$ cat src/rtl/delay_probe_ctrl.sv
// Delay-path measurement controller: launches path edges, times the synchronized
// response against the datapath counter, and accumulates last/min/max/sum per run.
module delay_probe_ctrl #(
   parameter int TIMEOUT = 1023,
   parameter int SETTLE  = 16
) (
   input  logic        clk,
   input  logic        rst,
   input  logic        start,
   input  logic [7:0]  trials,
   output logic        ld,
   output logic        pathInput,
   input  logic        pathResult,
   input  logic [31:0] result,
   output logic        busy,
   output logic        done,
   output logic        timeout,
   output logic [31:0] delay_last,
   output logic [31:0] delay_min,
   output logic [31:0] delay_max,
   output logic [39:0] delay_sum,
   output logic [7:0]  trials_done
);

   localparam int SettleW = $clog2(SETTLE + 1);
   localparam int WaitW   = $clog2(TIMEOUT + 1);
   localparam logic [SettleW-1:0] SettleLast = SettleW'(SETTLE - 1);
   localparam logic [WaitW-1:0]   WaitLast   = WaitW'(TIMEOUT - 1);

   typedef enum logic [2:0] {
      sIdle,
      sSettle,
      sLaunch,
      sWait,
      sAccum,
      sDone
   } state_t;

   state_t             state;
   logic               ps1;
   logic               ps2;
   logic               base;
   logic [31:0]        snap0;
   logic [31:0]        delta;
   logic [7:0]         trialsReq;
   logic [SettleW-1:0] settleCnt;
   logic [WaitW-1:0]   waitCnt;
   logic [7:0]         trialsDoneNext;

   assign trialsDoneNext = trials_done + 8'd1;

   // NOTE: every register here is updated with <= so all branches see pre-edge values.
   always_ff @(posedge clk) begin
      if (rst) begin
         state       <= sIdle;
         ps1         <= 1'b0;
         ps2         <= 1'b0;
         base        <= 1'b0;
         snap0       <= '0;
         delta       <= '0;
         trialsReq   <= '0;
         settleCnt   <= '0;
         waitCnt     <= '0;
         ld          <= 1'b0;
         pathInput   <= 1'b0;
         busy        <= 1'b0;
         done        <= 1'b0;
         timeout     <= 1'b0;
         delay_last  <= '0;
         delay_min   <= '0;
         delay_max   <= '0;
         delay_sum   <= '0;
         trials_done <= '0;
      end else begin
         ps1  <= pathResult;
         ps2  <= ps1;
         done <= 1'b0;
         case (state)
            sIdle: begin
               if (start) begin
                  busy        <= 1'b1;
                  timeout     <= 1'b0;
                  delay_last  <= '0;
                  delay_min   <= '1;
                  delay_max   <= '0;
                  delay_sum   <= '0;
                  trials_done <= '0;
                  trialsReq   <= (trials == 8'd0) ? 8'd1 : trials;
                  settleCnt   <= '0;
                  state       <= sSettle;
               end
            end
            sSettle: begin
               if (settleCnt == SettleLast) begin
                  base  <= ps2;
                  state <= sLaunch;
               end else begin
                  settleCnt <= settleCnt + SettleW'(1);
               end
            end
            sLaunch: begin
               pathInput <= ~pathInput;
               ld        <= 1'b1;
               snap0     <= result;
               waitCnt   <= '0;
               state     <= sWait;
            end
            sWait: begin
               // A response edge seen on the final wait cycle still counts as a measurement.
               if (ps2 != base) begin
                  delta <= result - snap0;
                  ld    <= 1'b0;
                  state <= sAccum;
               end else if (waitCnt == WaitLast) begin
                  timeout <= 1'b1;
                  ld      <= 1'b0;
                  busy    <= 1'b0;
                  done    <= 1'b1;
                  state   <= sDone;
               end else begin
                  waitCnt <= waitCnt + WaitW'(1);
               end
            end
            sAccum: begin
               delay_last  <= delta;
               delay_sum   <= delay_sum + {8'd0, delta};
               trials_done <= trialsDoneNext;
               if (delta < delay_min) delay_min <= delta;
               if (delta > delay_max) delay_max <= delta;
               if (trialsDoneNext == trialsReq) begin
                  busy  <= 1'b0;
                  done  <= 1'b1;
                  state <= sDone;
               end else begin
                  settleCnt <= '0;
                  state     <= sSettle;
               end
            end
            sDone: begin
               state <= sIdle;
            end
            default: begin
               state <= sIdle;
            end
         endcase
      end
   end

endmodule

$ cat config.mk
export PLATFORM = sky130hd
export DESIGN_NAME = delay_probe_ctrl
export DESIGN_NICKNAME = d
export VERILOG_FILES = /design/src/rtl/delay_probe_ctrl.sv
export SDC_FILE = /design/constraint.sdc
export NUM_CORES = 1
export LEC_CHECK = 0
export ABC_AREA = 1
export CORE_UTILIZATION = 60
export CTS_CLUSTER_DIAMETER = 50
export DETAILED_ROUTE_END_ITERATION = 10
export PLACE_DENSITY_LB_ADDON = 0.3
export SLEW_MARGIN = 20
export SYNTH_ARGS = -nofsm -noshare
export SYNTH_HDL_FRONTEND = slang
export SYNTH_SLANG_ARGS = --single-unit
$ cat constraint.sdc
create_clock -name clk -period 5 [get_ports clk]
set_clock_uncertainty 0.15 [all_clocks]
set_input_delay 0.75 -clock clk [delete_from_list [all_inputs] [get_ports clk]]
set_output_delay 0.75 -clock clk [all_outputs]
set_load 0.05 [all_outputs]
==> results of run 1 <==
-- through the flow --
step	setup WS, ps	instances	hold WS, ps	total power (µW)
5_1_grt	1050	2853	302	6060
6_report	1320	2853	280	5840
2_1_floorplan	2300	2349	238	3110
3_5_place_dp	1440	2796	271	3510
4_1_cts	1420	2853	279	5830
3_3_place_gp	1500	2796	251	3470
-- synth_stat cells, types with 2 or more instances --
library cell and n:
o21ai_0 152, or2_2 9, nand2_1 474, dfxtp_1 242, buf_1 14, a21oi_1 313, o21a_1 14, a21o_1 10
nand3_1 112, nor2_2 3, xnor2_1 8, a22oi_1 3, xor2_1 17, o21bai_1 11, and3_1 2, nand2_2 5
nor2_1 315, inv_2 7, nor3_1 28, o2111ai_1 2, clkbuf_1 40, nand3_2 2, o211ai_1 5, buf_2 28
a21boi_0 11, nand3b_1 17, a31oi_1 2, o21ai_1 8, ha_1 131, inv_1 293, nor2_4 4, nor4_1 7
nand4_1 46, fa_1 2, a21boi_1 3, a211oi_1 4
-- how the worst max path moves through the flow --
stage | slack, ps | to | depth (start not counted)
global placement | 1500 | delta[30]$_SDFFE_PP0P_ | 13
finish | 1320 | delay_max[9]$_SDFFE_PP0P_ | 10
CTS | 1420 | delay_max[9]$_SDFFE_PP0P_ | 10
detailed placement | 1440 | delta[30]$_SDFFE_PP0P_ | 13
global route | 1050 | delay_max[0]$_SDFFE_PP0P_ | 10
floorplan | 2300 | delta[16]$_SDFFE_PP0P_ | 11
-- worst max-delay path: stages (launching register included) --
cell     delay [ps]
dfxtp_1         360
nor2_4          630
inv_2           210
nor2_8          370
inv_2           290
a21oi_1         240
nand2_2         610
nand2_2         430
nand2_1         100
nand2_1          80
nor2_1           60
-- area by class of cell --
type / instances / area, µm²
flip-flops and latches: 242 / 4840
fillers: 2100 / 6620
multi-input cells: 1725 / 9120
clock buffers: 37 / 818
well taps: 330 / 413
inverters: 300 / 1130
clock inverters: 20 / 260
repair buffers: 199 / 1980
-- flip-flops by register name, indices dropped and copies added, names as in the netlist, 3 cells and up --
name,cells
delay_sum,40
delay_last,32
delay_max,32
delay_min,32
delta,32
snap0,32
waitCnt,10
trialsReq,8
trials_done,8
settleCnt,5
state,3
-- metal layers --
metal / wire length [µm] / up-vias
met5: 0 / -
met4: 2140 / 0
li1: - / 8040
met1: 19900 / 7595
met3: 3290 / 145
met2: 23300 / 705
-- kinds of logic after synthesis --
logic type / synth area share (%)
AND/OR/NAND/NOR: 28.1
XOR/XNOR: 1.42
flip-flops: 31.4
buffers and inverters: 9.52
AO/OA/AOI/OAI: 18.6
adder cells (fa/ha/maj): 10.9
-- power by group through the flow --
stage / clock network, µW / logic [µW] / registers (µW)
6_report: 2340 / 1360 / 2140
5_1_grt: 2430 / 1490 / 2150
4_1_cts: 2350 / 1350 / 2140
3_5_place_dp: 0 / 1340 / 2180
3_3_place_gp: 0 / 1300 / 2170
2_1_floorplan: 0 / 726 / 2380
==> metrics, run 1 <==
FP Rows 58; R2R setup slack 1320 ps; die width 162 µm; Setup crit start kind register; TritonCTS Buffers 31; Worst Path Required 5310 ps; setup repair after global routing missed its margin false; Final period util 73.6%; critical path type reg2reg; Post-synth ARST share 0%; pwr dens 315 nW/µm²; Final Hold Fails 0; Syn Nets 2526; Yosys cell types 41; top cell type's share of synthesized area 31.4%; CP endpoint kind register; vias 16500; largest net degree at the start of global routing 81; number of max-cap violations 0; GRT Util Overall 36.2%; latest clock arrival within the worst-skew pair 580 ps; dpl cell area 17500 µm²; worst IR drop on VDD 0.375 mV; post-CTS setup buffers 0; Worst Hold Launch ps1$_SDFF_PP0_; Synthesis Warnings 0; Root Buffer clkbuf_16; worst slew pin tran 1010 ps; clk sink count 242; GR Util met3 3.79%; most frequent cells in the layout 473 x nand2_1, 315 x nor2_1, 313 x a21oi_1; initial antenna violation count 0; Seq/Total Area, Yosys 31.4%; vias in the first global route 15500; CTS Buffer Depth 3; wire per inst 17.0 µm; power share of the combinational group 23.3%; DRT Wirelength 48600 µm; GP Congestion 0.975; Worst-path clk slew 60 ps; die footprint 26400 µm²; switching part of the total 33.6%; first-pass GRT wire length 76300 µm; Hold Path Class reg2reg; cts repair resizes 0; gr ovfl total 0; worst rel slew slack 32.6%; Synth Cell Area 15400 µm²; Final setup viols 0; Yosys top cell by area dfxtp_1; TritonCTS clock tree built; worst r2r src state[0]$_SDFFE_PP0P_; Detail Route Antenna Nets 0; core area 25200 µm²; busiest layer in global routing met2; number of port buffers 192; setup TNS 0 ps; htree depth 1; drt via density 5.78; cts hold-fix bufs 0; 1st-iter DRT viols 1452; RR Endpoint delay_max[9]$_SDFFE_PP0P_; fin area 18600 µm²; Gate Count Post-Synth 2349; hpwl dp 36200 µm; outcome finished, final reports clean; sw power 1960 µW; DR pass1 iterations 6; number of I/O pins 193; Area Growth Syn to Fin 20.3%; Leak 0.00804 µW; Initial Utilization 61.3%; antenna fix cells 0; CP arrival 3990 ps; final critical-path required period 3680 ps; number of synthesized flops with an enable pin 0; ratio of cells with drive above 1 in the final layout 3.80%; met1 Use GR 45.6%; most common cell after layout, fill and taps aside nand2_1; Max Freq 272 MHz; Hold Path Stages 2; DR DRC count 0; Reg2Reg Depth 10; Power Internal 3880 µW; die extent in y 162 µm; post-layout util 73.7%; met2 Usage GRT 62.3%; worst-path maximum fanout 55; Final Max Tran Viols 0; sequential share of power 36.6%; most area-consuming cells after synthesis dfxtp_1 31%, nand2_1 12%, ha_1 11%; Yosys reg bits 242; Hold EP ps2$_SDFF_PP0_; Worst Setup SP state[0]$_SDFFE_PP0P_; Syn Area/Cell 6.57 µm²; most common flop cell mapped by yosys dfxtp_1; clock power share 40.1%; Layout Nets 2676
Note: power is estimated with default switching activity, not from simulation.
==> inputs of run 2 (changes only) <==
--- a/config.mk
+++ b/config.mk
@@ -6,7 +6,7 @@
 export NUM_CORES = 1
 export LEC_CHECK = 0
 export ABC_AREA = 1
-export CORE_UTILIZATION = 60
+export CORE_UTILIZATION = 51
 export CTS_CLUSTER_DIAMETER = 50
 export DETAILED_ROUTE_END_ITERATION = 10
 export PLACE_DENSITY_LB_ADDON = 0.3
==> constraint.sdc (replaced) <==
create_clock -name clk -period 3.2 [get_ports clk]
set_clock_uncertainty 0.15 [all_clocks]
set_input_delay 0.48 -clock clk [delete_from_list [all_inputs] [get_ports clk]]
set_output_delay 0.48 -clock clk [all_outputs]
set_load 0.05 [all_outputs]
==> run 2 against run 1 <==
Sequential power is 56% higher. Clock-buffer cell count up 8. Register-to-register slack got worse by 990 ps. Global-route usage fell by 5.0 points. Final cell count is 3.3% higher. Critical path depth is 2 higher. First-iteration DRC count shrank 12%. Sequential share of layout area is 0.56 points lower. Final area rose by 2.2%. Die area rose by 17%. Largest power group unchanged.
==> metrics, run 2 (synthesis results as in run 1) <==
Worst Path Required 3470 ps (-1840 ps); worst-path maximum fanout 24 (-56%); Final Max Tran Viols 0 (unchanged); Setup crit start kind register; Initial Utilization 51.9% (-9.4 points); number of port buffers 192 (unchanged); CP arrival 3130 ps (-860 ps); Worst Path Buf+Inv 2 (unchanged); cts hold-fix bufs 0 (unchanged); Slowest cell on crit path dfxtp_1; # fillers 2742 (+31%); TritonCTS Buffers 35 (+13%); setup repair after global routing missed its margin false; DR DRC count 0 (unchanged); largest net degree at the start of global routing 73 (-9.9%); Max Freq 349 MHz (+28%); critical path type reg2reg; register area 4840 µm² (unchanged); wire per inst 16.8 µm (-1.6%); worst IR drop on VDD 0.415 mV (+11%); Max stage delay on crit path 440 ps (-190 ps); most frequent cells in the layout 474 x nand2_1, 315 x nor2_1, 313 x a21oi_1; Hold Path Class reg2reg; multi-input logic area 9120 µm² (about the same); cts repair resizes 0 (unchanged); number of I/O pins 193 (unchanged); outcome finished, final reports clean; 1st-iter DRT viols 1282 (-12%); post-CTS setup buffers 0 (unchanged); drt via density 5.52 (-4.5%); antenna fix cells 0 (unchanged); delay-heaviest family, CP simple AND/OR/NAND/NOR gates; number of flip-flops in the largest register 40 (unchanged); DRT Wirelength 49400 µm (+1.7%); initial antenna violation count 0 (unchanged); htree depth 2 (+1); TritonCTS clock tree built; Area Growth Syn to Fin 23.0%; Final Hold Fails 0 (unchanged); Layout Nets 2710 (+1.3%); vias 16300 (-1.3%); Leak 0.00825 µW (+2.6%); register with the highest flop count delay_sum; latest clock arrival within the worst-skew pair 520 ps (-60 ps); die footprint 31000 µm² (+17%); clk sink count 242 (unchanged); Final period util 89.6% (+16 points); number of max-cap violations 0 (unchanged); GP Congestion 0.979 (+0.34%); CTS Buffer Depth 3 (unchanged); final critical-path required period 2870 ps (-812 ps); most common cell after layout, fill and taps aside nand2_1; FP Rows 63 (+8.6%); first-pass GRT wire length 77300 µm (+1.4%); die extent in y 176 µm (+8.4%); core area 29700 µm² (+18%); vias in the first global route 15300 (-1.1%); Detail Route Antenna Nets 0 (unchanged); ratio of cells with drive above 1 in the final layout 5.08% (+1.3 points); GRT Util Overall 31.2% (-5.0 points); Min Hold Slack 257 ps (-22.5 ps); worst slew pin tran 772 ps (-237 ps); pwr dens 495 nW/µm² (+57%); Root Buffer clkbuf_16; Worst-path clk slew 60 ps (about the same); Final setup viols 0 (unchanged); CP endpoint kind register; setup TNS 0 ps (unchanged); crit-path cells inv_1 > ha_1 > nand4_1 > nor2_1 > nand3_1 > nor3_1 > a21oi_1 > nand2_2 > buf_4 > nand3_1 > nand2_1 > nor2_1; worst rel slew slack 48.5% (+16 points); gr ovfl total 0 (unchanged); R2R setup slack 330 ps (-990 ps); die width 176 µm (+8.4%); DR pass1 iterations 6 (unchanged); hpwl dp 37700 µm (+4.1%)
-- run 2: changes by cell type in the layout (fill, tap and decap cells not counted) --
cell        delta
buf_4         +29
clkbuf_16      +4
clkbuf_8       +4
clkinv_4       -4
clkinv_2       +3
bufinv_16      -2
clkinv_8       +2
clkinvlp_4     -2
inv_6          -2
inv_8          +2
buf_12         +1
nand2_1        +1
nand2_2        -1
-- run 2: tightest hold or removal path: cells and delay by family (launching register included) --
family	cells	cell delay (ps)
DFF	1	290
buffers and inverters	1	40
and+or+nand+nor	1	30
-- run 2: area by class of cell --
class | instances | area share [%]
Clock inverter | 17 | 1.07
Inverter | 300 | 5.94
Tap cell | 390 | 2.57
Timing Repair Buffer | 229 | 11.7
Clock buffer | 45 | 5.13
Multi-Input combinational cell | 1725 | 48.0
Sequential cell | 242 | 25.5
-- run 2: per-layer routing --
| layer | vias up | part of all wire (%) | global-route usage, % |
|---|---|---|---|
| li1 | 8106 | - | - |
| met1 | 7455 | 43 | 39.5 |
| met2 | 583 | 46 | 53.0 |
| met3 | 120 | 6.6 | 4.16 |
| met4 | 0 | 4.3 | 13.6 |
| met5 | - | 0 | 0 |
-- run 2: worst paths after layout --
path / startpoint / endpoint / depth (start not counted)
worst max-delay path: delay_max[14]$_SDFFE_PP0P_ / delay_max[7]$_SDFFE_PP0P_ / 12
worst max register to register: delay_max[14]$_SDFFE_PP0P_ / delay_max[7]$_SDFFE_PP0P_ / 12
worst min register to register: ps1$_SDFF_PP0_ / ps2$_SDFF_PP0_ / 2
worst min-delay path: ps1$_SDFF_PP0_ / ps2$_SDFF_PP0_ / 2
-- run 2: power breakdown --
group | switching (µW) | total (µW) | internal, µW
sequential | 140 | 3330 | 3190
combinational | 1460 | 2180 | 717
clock | 1520 | 3870 | 2360
-- run 2: metrics by stage --
| step | total power (µW) | util (%) | setup slack [ps] | instances | instance area, µm² |
|---|---|---|---|---|---|
| floorplan | 4850 | - | 727 | 2349 | 15400 |
| global placement | 5490 | 59.9 | 190 | 2886 | 17800 |
| detailed placement | 5540 | 59.9 | 148 | 2886 | 17800 |
| CTS | 9410 | 63.8 | 379 | 2948 | 19000 |
| global route | 9770 | 63.8 | 202 | 2948 | 19000 |
| finish | 9380 | 63.8 | 333 | 2948 | 19000 |
